--- src/rtl/crd_pkg.sv ---
// Shared definitions for the running-disparity lane checker:
// symbol width, lane FSM states and symbol weight classes.
package crd_pkg;

    localparam int SYM_W = 10;

    typedef enum logic [1:0] {
        UNKNOWN = 2'd0,
        NEG     = 2'd1,
        POS     = 2'd2
    } crd_state_e;

    typedef enum logic [1:0] {
        W_NEG = 2'd0,
        W_NEU = 2'd1,
        W_POS = 2'd2,
        W_ILL = 2'd3
    } weight_e;

    // Only weights 4/5/6 are legal; everything else is a bad symbol.
    function automatic weight_e classify(input logic [SYM_W-1:0] sym);
        logic [3:0] ones;
        ones = '0;
        for (int i = 0; i < SYM_W; i++) begin
            ones = ones + {3'b000, sym[i]};
        end
        case (ones)
            4'd4:    return W_NEG;
            4'd5:    return W_NEU;
            4'd6:    return W_POS;
            default: return W_ILL;
        endcase
    endfunction

endpackage

--- src/rtl/crd_lane.sv ---
// One lane of the disparity checker: tracks running disparity, flags
// symbol errors and drops lock after ERR_LIMIT consecutive errors.
//
//   state   | meaning
//   --------+-------------------------------------------------
//   UNKNOWN | disparity not yet established (locked = 0)
//   NEG     | running disparity negative
//   POS     | running disparity positive (crd_bit = 1)
module crd_lane
    import crd_pkg::*;
#(
    parameter int ERR_LIMIT = 4
) (
    input  logic             clk,
    input  logic             rst,
    input  logic             valid_in,
    input  logic [SYM_W-1:0] sym,
    output logic             crd_bit,
    output logic             err,
    output logic             locked,
    output logic             err_nxt
);

    localparam int ECW = (ERR_LIMIT > 1) ? $clog2(ERR_LIMIT) : 1;
    localparam logic [ECW-1:0] ECNT_TC = ECW'(ERR_LIMIT - 1);

    crd_state_e     state_q, state_d;
    logic [ECW-1:0] ecnt_q, ecnt_d;
    logic           err_q, err_d;
    weight_e        wclass;

    assign wclass = classify(sym);

    always_ff @(posedge clk or negedge rst) begin
        if (!rst) begin
            state_q <= UNKNOWN;
            ecnt_q  <= '0;
            err_q   <= 1'b0;
        end else begin
            state_q <= state_d;
            ecnt_q  <= ecnt_d;
            err_q   <= err_d;
        end
    end

    // A clean symbol always resets the run; errors never move the state
    // except when the run reaches its terminal count.
    always_comb begin
        state_d = state_q;
        ecnt_d  = ecnt_q;
        if (valid_in) begin
            if (err_d) begin
                if (ecnt_q == ECNT_TC) begin
                    state_d = UNKNOWN;
                    ecnt_d  = '0;
                end else begin
                    ecnt_d = ecnt_q + ECW'(1);
                end
            end else begin
                ecnt_d = '0;
                case (wclass)
                    W_NEG:   state_d = NEG;
                    W_POS:   state_d = POS;
                    default: state_d = state_q;
                endcase
            end
        end
    end

    always_comb begin
        err_d = 1'b0;
        if (valid_in) begin
            case (state_q)
                UNKNOWN: err_d = (wclass == W_ILL);
                NEG:     err_d = (wclass == W_ILL) || (wclass == W_NEG);
                POS:     err_d = (wclass == W_ILL) || (wclass == W_POS);
                default: err_d = 1'b0;
            endcase
        end
    end

    assign crd_bit = (state_q == POS);
    assign locked  = (state_q != UNKNOWN);
    assign err     = err_q;
    assign err_nxt = err_d;

endmodule

--- src/rtl/crd_lanes.sv ---
// Multi-lane running-disparity checker with a saturating aggregate
// error counter shared by all lanes.
module crd_lanes
    import crd_pkg::*;
#(
    parameter int LANES     = 4,
    parameter int ERR_LIMIT = 4,
    parameter int CNT_W     = 16
) (
    input  logic                   clk,
    input  logic                   rst,
    input  logic                   valid_in,
    input  logic [LANES*SYM_W-1:0] data_in,
    input  logic                   clear_cnt,
    output logic                   valid_out,
    output logic [LANES-1:0]       crd_bit,
    output logic [LANES-1:0]       err,
    output logic [LANES-1:0]       locked,
    output logic [CNT_W-1:0]       err_cnt
);

    localparam int POP_W = $clog2(LANES + 1);
    localparam int SUM_W = CNT_W + POP_W;
    localparam logic [CNT_W-1:0] CNT_MAX = '1;

    logic [LANES-1:0] err_nxt;
    logic [POP_W-1:0] pop;
    logic [CNT_W-1:0] cnt_base;
    logic [SUM_W-1:0] sum;
    logic [CNT_W-1:0] cnt_q, cnt_d;
    logic             valid_q;

    for (genvar k = 0; k < LANES; k++) begin : g_lane
        crd_lane #(
            .ERR_LIMIT(ERR_LIMIT)
        ) u_lane (
            .clk     (clk),
            .rst     (rst),
            .valid_in(valid_in),
            .sym     (data_in[k*SYM_W +: SYM_W]),
            .crd_bit (crd_bit[k]),
            .err     (err[k]),
            .locked  (locked[k]),
            .err_nxt (err_nxt[k])
        );
    end

    always_comb begin
        pop = '0;
        for (int k = 0; k < LANES; k++) begin
            pop = pop + POP_W'(err_nxt[k]);
        end
    end

    // A clear on a valid cycle still counts that cycle's errors.
    always_comb begin
        cnt_base = clear_cnt ? '0 : cnt_q;
        sum      = {{POP_W{1'b0}}, cnt_base} + {{CNT_W{1'b0}}, pop};
        cnt_d    = cnt_q;
        if (valid_in) begin
            cnt_d = (sum > {{POP_W{1'b0}}, CNT_MAX}) ? CNT_MAX : sum[CNT_W-1:0];
        end else if (clear_cnt) begin
            cnt_d = '0;
        end
    end

    always_ff @(posedge clk or negedge rst) begin
        if (!rst) begin
            cnt_q   <= '0;
            valid_q <= 1'b0;
        end else begin
            cnt_q   <= cnt_d;
            valid_q <= valid_in;
        end
    end

    assign err_cnt   = cnt_q;
    assign valid_out = valid_q;

endmodule

--- config.mk ---
export PLATFORM = sky130hd
export DESIGN_NAME = crd_lanes
export DESIGN_NICKNAME = d
export VERILOG_FILES = /design/src/rtl/crd_pkg.sv /design/src/rtl/crd_lane.sv /design/src/rtl/crd_lanes.sv
export SDC_FILE = /design/constraint.sdc
export NUM_CORES = 1
export LEC_CHECK = 0
export ABC_AREA = 0
export BUFFER_PORTS_ARGS = -buffer_cell sky130_fd_sc_hd__buf_4
export CAP_MARGIN = 20
export CORE_MARGIN = 2
export CORE_UTILIZATION = 56
export CTS_CLUSTER_DIAMETER = 40
export CTS_CLUSTER_SIZE = 10
export DETAILED_ROUTE_END_ITERATION = 6
export GPL_TIMING_DRIVEN = 0
export PLACE_DENSITY = 0.79
export RECOVER_POWER = 100
export SLEW_MARGIN = 25
export SYNTH_ARGS = -nofsm -noshare
export SYNTH_HDL_FRONTEND = slang
export SYNTH_SLANG_ARGS = --single-unit
export TNS_END_PERCENT = 10
--- constraint.sdc ---
create_clock -name clk -period 4.94 [get_ports clk]
set_clock_uncertainty 0.15 [all_clocks]
set_input_delay 1.482 -clock clk [delete_from_list [all_inputs] [get_ports clk]]
set_output_delay 1.482 -clock clk [all_outputs]
set_load 0.02 [all_outputs]
==> metrics.md <==
| Metric | Value |
|---|---|
| Outcome | finished, violations left |
| Failing checks | max-capacitance violations, max-slew violations, negative setup slack |
| Post-route cell area | 4530 um2 |
| Internal reg-to-reg setup slack | 1.11 ns |
| Cts hold-fix bufs | 0 |
| DRC Markers | 0 |
| Largest net degree at the start of global routing | 38 |
| Area after DPL | 4120 um2 |
| Slack of the critical path | -2.00 ns |
| Pwr per Cell Area | 420 nW/um2 |
| GRT Overall Usage | 22.9% |
| Clock Latency Late Sink | 0.30 ns |
| Drt pass-1 iters | 4 |
| DP Wirelength | 5210 um |
| Synth Warn # | 0 |
| CTS HTree Levels | 2 |
| Worst Min Path Start | g_lane[3].u_lane.ecnt_q[0] |
| Initial Util | 58.0% |
| Height of the die | 82.3 um |
| Worst endpoint data arrival time | 7.01 ns |
| Post-Syn Instances | 357 |
| Via/cell ratio | 5.42 |
| P_sw | 0.769 mW |
| Gate power share | 62.5% |
| Reg2Reg Depth | 16 |
| Total number of vias | 2,928 |
| Final RePlAce weighted congestion | 0.816 |
| Reg2reg start | g_lane[0].u_lane.state_q[0] |
| Worst-path maximum fanout | 5 |
| N_diodes | 0 |
| Worst stage delay on the critical path | 0.56 ns |
| Die width | 82.3 um |
| Slew HR | -29.5% |
| Leak Pwr | 2.28 nW |
| Syn avg cell area | 9.62 um2 |
| Clock buffer depth | 2 |
| Sw frac | 40.4% |
| Max frequency | 144 MHz |
| I/O pin total | 73 |
| # rows | 28 |
| Hold depth | 1 |
| I/O Buffers | 72 |
| Layout cell share with drive strength beyond 1 | 31.6% |
| Sequential power share | 23.0% |
| Total gr overflow | 0 |
| Root Buffer | clkbuf_8 |
| Total Wirelength | 7490 um |
| Min-Delay Path Class | flop to flop |
| Hold Fails Final Rpt | 0 |
| Number of synthesized flops with an enable pin | 0 |
| Main synth FF type | dfrtp_1 |
| CP Capture Type | flop |
| Area grow syn2layout | 31.8% |
| Critical path buffers and inverters | 6 |
| Hold_ws | 0.356 ns |
| Nets | 572 |
| First-pass GRT wire length | 12,100 um |
| CTS buffer count | 5 |
| Initial DRC count | 83 |
| Netlist cell types | 60 |
| Syn Std Cell Area | 3440 um2 |
| Clk pwr share | 14.5% |
| Cell internal pwr | 1.13 mW |
| Critical Path Source Type | primary input |
| Tightest Pin Transition | 1.94 ns |
| Req. time, crit path | 5.00 ns |
| Critical Path Slowest Stage Cell | fa_1 |
| Final Power | 1.90 mW |
| Max-Cap Viols | 1 |
| DR WL/cell | 13.9 um |
| Fin crit period | 6.94 ns |
| Peak supply drop | 0.253 mV |
| Antenna Nets Post-Route | 0 |
| CTS Sinks | 37 |
| Initial antenna violation count | 0 |
| TritonCTS clock tree | built |
| RR Endpoint | err_cnt[4] |
| Core area | 5920 um2 |
| Register clock-pin slew on the reported worst setup and hold paths | 0.07 ns |
| Vias in the first global route | 2,956 |
| Seq cells post-synth | 37 |
| Final setup violation count | 30 |
| RSZ-0062 raised after global routing | yes |
| WS Path Type | primary input to flop |
| Syn Nets | 465 |
| Die area | 6780 um2 |
| Hold Path End | g_lane[3].u_lane.ecnt_q[0] |
| Final period utilization | 141% |
| Sequential element share of the synthesized area | 26.9% |
| Fraction of registers with async set/reset | 100% |
| Fin. max-slew vios | 38 |
| Worst-path cell chain | buf_6 > ha_4 > inv_2 > fa_1 > fa_1 > fa_1 > inv_1 > fa_2 > fa_2 > a2111o_1 > a21oi_2 > and3_4 > nor4_4 > fa_1 > inv_1 > fa_2 > inv_2 > fa_2 > nand3_2 > nand3b_1 > or3_4 > buf_6 > o21ai_0 |
| Delay-heaviest family, CP | adder cells |
## metal layers
| layer | global-route usage (%) | part of all wire [%] | wire length (um) | vias up |
|---|---|---|---|---|
| met4 | 6.17 | 1.8 | 132 | 0 |
| met5 | 0 | 0 | 0 | - |
| met1 | 26.6 | 39 | 2960 | 1438 |
| met2 | 43.8 | 54 | 4050 | 87 |
| li1 | - | - | - | 1388 |
| met3 | 2.72 | 4.8 | 358 | 15 |
## stage by stage
stage          util [%]  setup WS (ns)  std cells  setup TNS (ns)
3_5_place_dp       69.5          -2.53        504          -52.09
5_1_grt            76.5          -2.30        540          -44.40
3_3_place_gp       69.5          -2.42        504          -48.78
6_report           76.5          -2.00        540          -36.92
4_1_cts            75.6          -1.94        534          -36.73
2_1_floorplan         -          -1.96        357          -36.09
## state kept, by name, indices dropped and copies added (netlist names)
name,count
err_cnt,16
g_lane.u_lane.ecnt_q,8
g_lane.u_lane.err,4
g_lane.u_lane.state_q,8
valid_out,1
## repair_timing
| action | CTS | global route |
|---|---|---|
| endpoints found under the setup margin | 35 | 35 |
| buffers inserted | 21 | 6 |
| gates resized for setup | 22 | 21 |
| pin swaps | 9 | 9 |
| hold endpoints to repair | 0 | 0 |
| cloned | 1 | 0 |
## cell usage after synthesis (2+ instances only)
cell type,instances,area (um2)
clkbuf_1,5,18.8
nand2_1,13,48.8
o31ai_1,3,22.5
a21o_1,3,22.5
nand3b_1,5,37.5
nand2b_1,3,18.8
nor2b_1,9,56.3
xor2_1,4,35.0
nor3_1,5,25.0
nand4_1,3,18.8
o22a_1,2,17.5
dfrtp_1,37,926
nand3_1,7,35.0
a32o_1,2,20.0
and3_1,2,12.5
o2111ai_1,2,17.5
xnor2_1,7,61.3
o21ai_0,16,80.1
nor3b_1,2,15.0
mux2i_1,3,30.0
a41oi_1,2,17.5
a21oi_1,6,30.0
buf_4,12,90.1
and3b_1,2,17.5
a31oi_1,3,18.8
nor2_1,14,52.6
o211ai_1,4,30.0
and4b_1,2,20.0
inv_1,80,300
or3_1,2,12.5
ha_1,37,463
fa_1,27,541
a22o_1,6,52.6
## layout by cell type, fill, tap and decap left out, drive strengths merged, types with 2 or more instances in the layout
cell	n
a32o	2
dfrtp	37
xor2	4
o22a	2
nand3	7
inv	80
nor3b	2
and3	2
and3b	2
mux2i	3
a22o	7
nor2	14
nand4	3
fa	27
a21o	3
nand2	13
nand3b	5
o31ai	3
a41oi	2
or3	2
a21oi	6
o2111ai	2
o21ai	16
nor3	5
a31oi	3
nand2b	3
and4b	2
buf	94
nor2b	9
or4	2
nor4	2
o211ai	4
ha	37
clkbuf	32
xnor2	7
## power by group through the flow
stage               combinational [mW]  sequential (mW)  clock (mW)
global route                      1.32            0.446       0.287
global placement                 0.939            0.434           0
CTS                               1.12            0.433       0.274
detailed placement               0.988            0.437           0
floorplan                        0.732            0.436           0
finish                            1.19            0.437       0.275
## cell families (layout without fill, tap and decap cells)
kind of cell	Yosys count	in the layout	share of synthesized area [%]
buf+inv	100	208	12.5
simple gates	81	81	13.8
fa+ha+maj	64	64	29.2
compound gates	60	60	13.4
flops	37	37	26.9
xor+xnor	11	11	2.80
mux	4	4	1.31
## how the worst max path moves through the flow
| stage | start | endpoint | depth (start not counted) |
|---|---|---|---|
| floorplan | data_in[1] | err_cnt[10] | 22 |
| global placement | data_in[20] | err_cnt[13] | 22 |
| detailed placement | data_in[20] | err_cnt[5] | 22 |
| CTS | data_in[1] | err_cnt[9] | 23 |
| global route | data_in[1] | err_cnt[4] | 23 |
| finish | data_in[1] | err_cnt[4] | 23 |
## layout make-up
cell class / instances / area, um2
Multi-Input combinational cell: 220 / 2260
Fill cell: 418 / 1390
Sequential cell: 37 / 926
Timing Repair Buffer: 100 / 691
Inverter: 80 / 300
Buffer: 20 / 140
Tap cell: 75 / 93.8
Clock buffer: 6 / 82.6
Clock inverter: 2 / 37.5
Note: power is estimated with default switching activity, not from simulation.
